`config.mk`:
```
export PLATFORM = sky130hd
export DESIGN_NAME = window_scan_ctrl
export DESIGN_NICKNAME = d
export VERILOG_FILES = /design/src/rtl/window_scan_ctrl.sv
export SDC_FILE = /design/constraint.sdc
export NUM_CORES = 1
export LEC_CHECK = 0
export BUFFER_PORTS_ARGS = -buffer_cell sky130_fd_sc_hd__buf_4
export CORE_MARGIN = 4
export CORE_UTILIZATION = 35
export CTS_CLUSTER_DIAMETER = 100
export CTS_CLUSTER_SIZE = 16
export DETAILED_ROUTE_END_ITERATION = 8
export GPL_TIMING_DRIVEN = 0
export PLACE_DENSITY = 0.66
export REMOVE_ABC_BUFFERS = 1
export SKIP_CTS_REPAIR_TIMING = 1
export SYNTH_ARGS = -nofsm -noshare
export SYNTH_HDL_FRONTEND = slang
export SYNTH_SLANG_ARGS = --single-unit
```
`constraint.sdc`:
```
create_clock -name clk -period 1.7 [get_ports clk]
set_input_delay 0.34 -clock clk [delete_from_list [all_inputs] [get_ports clk]]
set_output_delay 0.34 -clock clk [all_outputs]
set_load 0.005 [all_outputs]
```
`src/rtl/window_scan_ctrl.sv`:
```
// rtl/window_scan_ctrl.sv - raster 3x3 window scan controller: window read, filter handshake, centre write
module window_scan_ctrl #(
    parameter int IMG_W = 256,
    parameter int IMG_H = 256
) (
    input  logic        clk,
    input  logic        rst,
    input  logic        start,
    output logic        busy,
    output logic        done,
    output logic        rd,
    output logic [7:0]  addr_row_r,
    output logic [7:0]  addr_col_r,
    input  logic [7:0]  sw_pixel_1,
    input  logic [7:0]  sw_pixel_2,
    input  logic [7:0]  sw_pixel_3,
    input  logic [7:0]  sw_pixel_4,
    input  logic [7:0]  sw_pixel_5,
    input  logic [7:0]  sw_pixel_6,
    input  logic [7:0]  sw_pixel_7,
    input  logic [7:0]  sw_pixel_8,
    input  logic [7:0]  sw_pixel_9,
    output logic        wr,
    output logic [7:0]  addr_row_w,
    output logic [7:0]  addr_col_w,
    output logic [7:0]  cl_pixel,
    output logic [71:0] win_data,
    output logic        win_valid,
    input  logic        win_ready,
    input  logic [7:0]  res_pixel,
    input  logic        res_valid,
    output logic        res_ready
);

    localparam logic [3:0] S_IDLE = 4'd0;
    localparam logic [3:0] S_RD_A = 4'd1;
    localparam logic [3:0] S_RD_D = 4'd2;
    localparam logic [3:0] S_CAP  = 4'd3;
    localparam logic [3:0] S_WIN  = 4'd4;
    localparam logic [3:0] S_RES  = 4'd5;
    localparam logic [3:0] S_WR_A = 4'd6;
    localparam logic [3:0] S_WR_C = 4'd7;
    localparam logic [3:0] S_ADV  = 4'd8;
    localparam logic [3:0] S_DONE = 4'd9;

    localparam logic [7:0] COL_LAST = 8'(IMG_W - 3);
    localparam logic [7:0] ROW_LAST = 8'(IMG_H - 3);

    logic [3:0]  state_q, state_d;
    logic [7:0]  row_q, row_d;
    logic [7:0]  col_q, col_d;
    logic [71:0] win_q, win_d;
    logic [7:0]  cl_q, cl_d;

    always_comb begin
        state_d = state_q;
        row_d   = row_q;
        col_d   = col_q;
        win_d   = win_q;
        cl_d    = cl_q;
        case (state_q)
            S_IDLE: begin
                if (start) begin
                    row_d   = 8'd0;
                    col_d   = 8'd0;
                    state_d = S_RD_A;
                end
            end
            S_RD_A: state_d = S_RD_D;
            S_RD_D: state_d = S_CAP;
            S_CAP: begin
                win_d   = {sw_pixel_9, sw_pixel_8, sw_pixel_7, sw_pixel_6, sw_pixel_5,
                           sw_pixel_4, sw_pixel_3, sw_pixel_2, sw_pixel_1};
                state_d = S_WIN;
            end
            S_WIN: begin
                if (win_ready) state_d = S_RES;
            end
            S_RES: begin
                if (res_valid) begin
                    cl_d    = res_pixel;
                    state_d = S_WR_A;
                end
            end
            S_WR_A: state_d = S_WR_C;
            S_WR_C: state_d = S_ADV;
            S_ADV: begin
                // Last-window test uses the coordinates of the window just written
                if (col_q == COL_LAST) begin
                    col_d = 8'd0;
                    row_d = row_q + 8'd1;
                end else begin
                    col_d = col_q + 8'd1;
                end
                if (row_q == ROW_LAST && col_q == COL_LAST) state_d = S_DONE;
                else                                        state_d = S_RD_A;
            end
            S_DONE:  state_d = S_IDLE;
            default: state_d = S_IDLE;
        endcase
    end

    always_ff @(posedge clk) begin
        if (rst) begin
            state_q <= S_IDLE;
            row_q   <= 8'd0;
            col_q   <= 8'd0;
            win_q   <= 72'd0;
            cl_q    <= 8'd0;
        end else begin
            state_q <= state_d;
            row_q   <= row_d;
            col_q   <= col_d;
            win_q   <= win_d;
            cl_q    <= cl_d;
        end
    end

    always_comb begin
        rd         = (state_q == S_RD_A) || (state_q == S_RD_D);
        wr         = (state_q == S_WR_A) || (state_q == S_WR_C);
        addr_row_r = rd ? row_q : 8'd0;
        addr_col_r = rd ? col_q : 8'd0;
        addr_row_w = wr ? row_q + 8'd1 : 8'd0;
        addr_col_w = wr ? col_q + 8'd1 : 8'd0;
        busy       = (state_q != S_IDLE) && (state_q != S_DONE);
        done       = (state_q == S_DONE);
        win_valid  = (state_q == S_WIN);
        res_ready  = (state_q == S_RES);
        win_data   = win_q;
        cl_pixel   = cl_q;
    end

endmodule

```
==> results.py <==
metrics = {
    "sta": {
        "relSlewSlack": 0.532,
        "hold_viol": 0,
        "fmax_ghz": 0.504,
        "max_slew.worst_pin.slew_ns": 0.701,
        "fin_skew_ns": 0.00571,
        "fin_crit_sh": 1.17,
        "finalCriticalPeriod_ns": 1.98,
        "rsz0062_at_grt": "true",
        "finalMaxSlewViolations": 0,
        "hold_ws_ns": 0.233,
        "setup_viol": 44,
        "setup_slack_ns": -0.282,
    },
    "placed_design": {
        "place_ws_ns": -0.707,
        "portBuffers": 202,
        "dp_hpwl_mm": 8.44,
        "placedCellCount": 841,
        "routabilityCongestion": 0.832,
    },
    "global_route": {
        "grt_pass1_vias": 3945,
        "groute.usage.overall": 0.168,
        "grt_max_degree": 92,
        "grt_pass1_wl_mm": 18.4,
        "antenna_found_initial": 0,
        "grt-ovfl-total": 0,
    },
    "drt": {
        "ant_nets": 0,
        "vias": 4470,
        "firstDrtPassIters": 4,
        "wire_per_inst_um": 15.2,
        "drtIter0Drc": 294,
        "via_per_inst": 4.94,
        "totalWireLength_mm": 13.7,
        "drc": 0,
    },
    "critical_path": {
        "path_class": "reg2out",
        "critPathArrivalTime_ns": 1.64,
        "start_kind": "flip-flop",
        "critical_path_peak_fanout": 7,
        "cp_data_required_time_ns": 1.36,
        "cp-end-kind": "primary output",
    },
    "floorplan": {
        "start_util": 0.359,
        "die_area_sq_um": 13600,
        "row_count": 39,
        "core_sq_um": 11500,
        "num_io_pins": 203,
        "die_h_um": 116,
        "die_x_um": 116,
    },
    "synthesis": {
        "synth-seq-area-share": 0.486,
        "synth_top_family_by_area": "simple AND/OR/NAND/NOR gates",
        "ys_warn_count": 0,
        "synth_simple_gate_area_frac": 0.259,
        "synthXorXnorAreaFrac": 0.0213,
        "ys_ff_latch": 100,
        "synth_fa_ha_area_frac": 0.0122,
        "synth_edf_count": 0,
        "syn_area_sq_um": 4120,
        "syn_avg_cell_area_sq_um": 7.78,
        "synth_compound_area_frac": 0.150,
        "ys_types": 40,
        "synthMuxAreaShare": 0.0246,
        "synthCells": 529,
        "async_flop_share": 0,
        "synth-main-ff-cell": "dfxtp_1",
    },
    "clock_tree": {
        "cts_buffers": 9,
        "clock_path_buffers": 2,
        "htreeDepth": 3,
        "cts.sinks": 100,
        "clockRootBuffer": "clkbuf_16",
        "clk_pin_slew_ns": 0.07,
        "worstSkewPairLatency_ns": 0.34,
        "cts_tree": "built",
    },
    "pwr": {
        "p_per_area_nw_per_um2": 716,
        "power.total_mw": 4.98,
        "ir_drop_uv": 474,
        "leakage_nw": 2.97,
    },
    "final_layout": {
        "multi_input_area_sq_um": 2340,
        "nFillCells": 954,
        "regArea_sq_um": 2060,
        "fin_util": 0.607,
        "antenna_cells": 0,
        "synthToLayoutAreaGrowth_pct": 69.1,
        "layout-drive-gt1-share": 0.465,
        "nets": 845,
        "fin_cells": 904,
    },
    "run_status": {
        "status": "finished, violations left",
        "violations": "setup timing",
    },
    "flow_run": {
        "maxCapViolCount": 0,
    },
    "worst_hold_path": {
        "min_path_type": "in2reg",
    },
}
==> critical path, cell delays in order, from the launching register on <==
cell,delay [ns]
dfxtp_4,0.39
xnor2_4,0.17
nor3_4,0.30
clkbuf_16,0.21
and2_1,0.13
buf_4,0.11
==> through the flow <==
stage               instance area [sq um]  TNS, ns
floorplan                            3960   -98.09
global placement                     5650  -203.73
detailed placement                   5760   -47.62
CTS                                  6050   -61.73
global route                         6960    -8.52
finish                               6960    -5.91
==> layer usage <==
layer  vias up  global-route usage  wire length [um]
li1       2199                   -                 -
met1      2078               0.199              5260
met2       166               0.278              6960
met3        27              0.0575              1170
met4         0              0.0673               320
met5         -                   0                 0
==> synthesized netlist by cell type (all sizes together) (3+ instances only) <==
cell	number	share of area
clkbuf	20	0.018
or3	5	0.0076
or2	3	0.0046
dfxtp	100	0.49
a21oi	88	0.11
nand3	9	0.011
and2	16	0.024
mux2i	9	0.022
nor2	30	0.027
inv	9	0.0082
o2bb2ai	4	0.0085
a31oi	6	0.0091
nand2	155	0.14
xor2	5	0.011
nor3	9	0.012
o21ai	9	0.011
and3	3	0.0046
ha	4	0.012
nand2b	6	0.0091
xnor2	5	0.011
buf	17	0.021
==> logic make-up after synthesis <==
logic type      after synthesis
xor+xnor                     10
flops                       100
buf+inv                      46
simple gates                245
mux                          10
fa+ha+maj                     4
compound gates              114
==> layout make-up <==
cell class / count / share of cell area
multi-input combinational: 385 / 0.336
timing repair buffer: 251 / 0.296
sequential: 100 / 0.296
clock buffer: 11 / 0.0334
tap: 143 / 0.0257
clock inverter: 5 / 0.00755
inverter: 9 / 0.00485
==> final timing paths <==
path / slack [ns] / endpoint / depth (start not counted) / from
worst min-delay path: 0.23 / cl_pixel[4] / 3 / res_pixel[4]
worst max-delay path: -0.28 / addr_row_r[4] / 5 / state_q[0]
worst min register to register: 0.45 / win_data[34] / 2 / win_data[34]
worst max register to register: -0.17 / col_q[6] / 6 / state_q[2]
==> where the power goes <==
part           total [mW]  internal [mW]  leakage, nW  switching, mW
Clock                1.99           1.13        0.139          0.855
Combinational       0.593          0.336         2.01          0.256
Sequential           2.40           2.37        0.820         0.0359
Total                4.98           3.84         2.97           1.15
==> flip-flops by register name, indices dropped and copies added (netlist names) <==
| name | count |
|---|---|
| state_q | 4 |
| row_q | 8 |
| win_data | 72 |
| col_q | 8 |
| cl_pixel | 8 |
==> cell usage in the layout, fill, tap and decap left out, types with 4 or more instances in the layout <==
cell type and count:
buf_4 225, nor2_2 9, dfxtp_1 83, nand2b_1 5, and2_1 9, buf_6 18, nand2_1 151, a21oi_2 9
a21oi_1 79, dfxtp_4 15, a31oi_1 5, inv_1 7, nand3_1 6, or3_4 5, nor3_1 4, and2_4 7
mux2i_1 9, xor2_1 4, clkbuf_16 10, nor2_1 18, o21ai_0 7
Power figures use the tool's default switching activity.
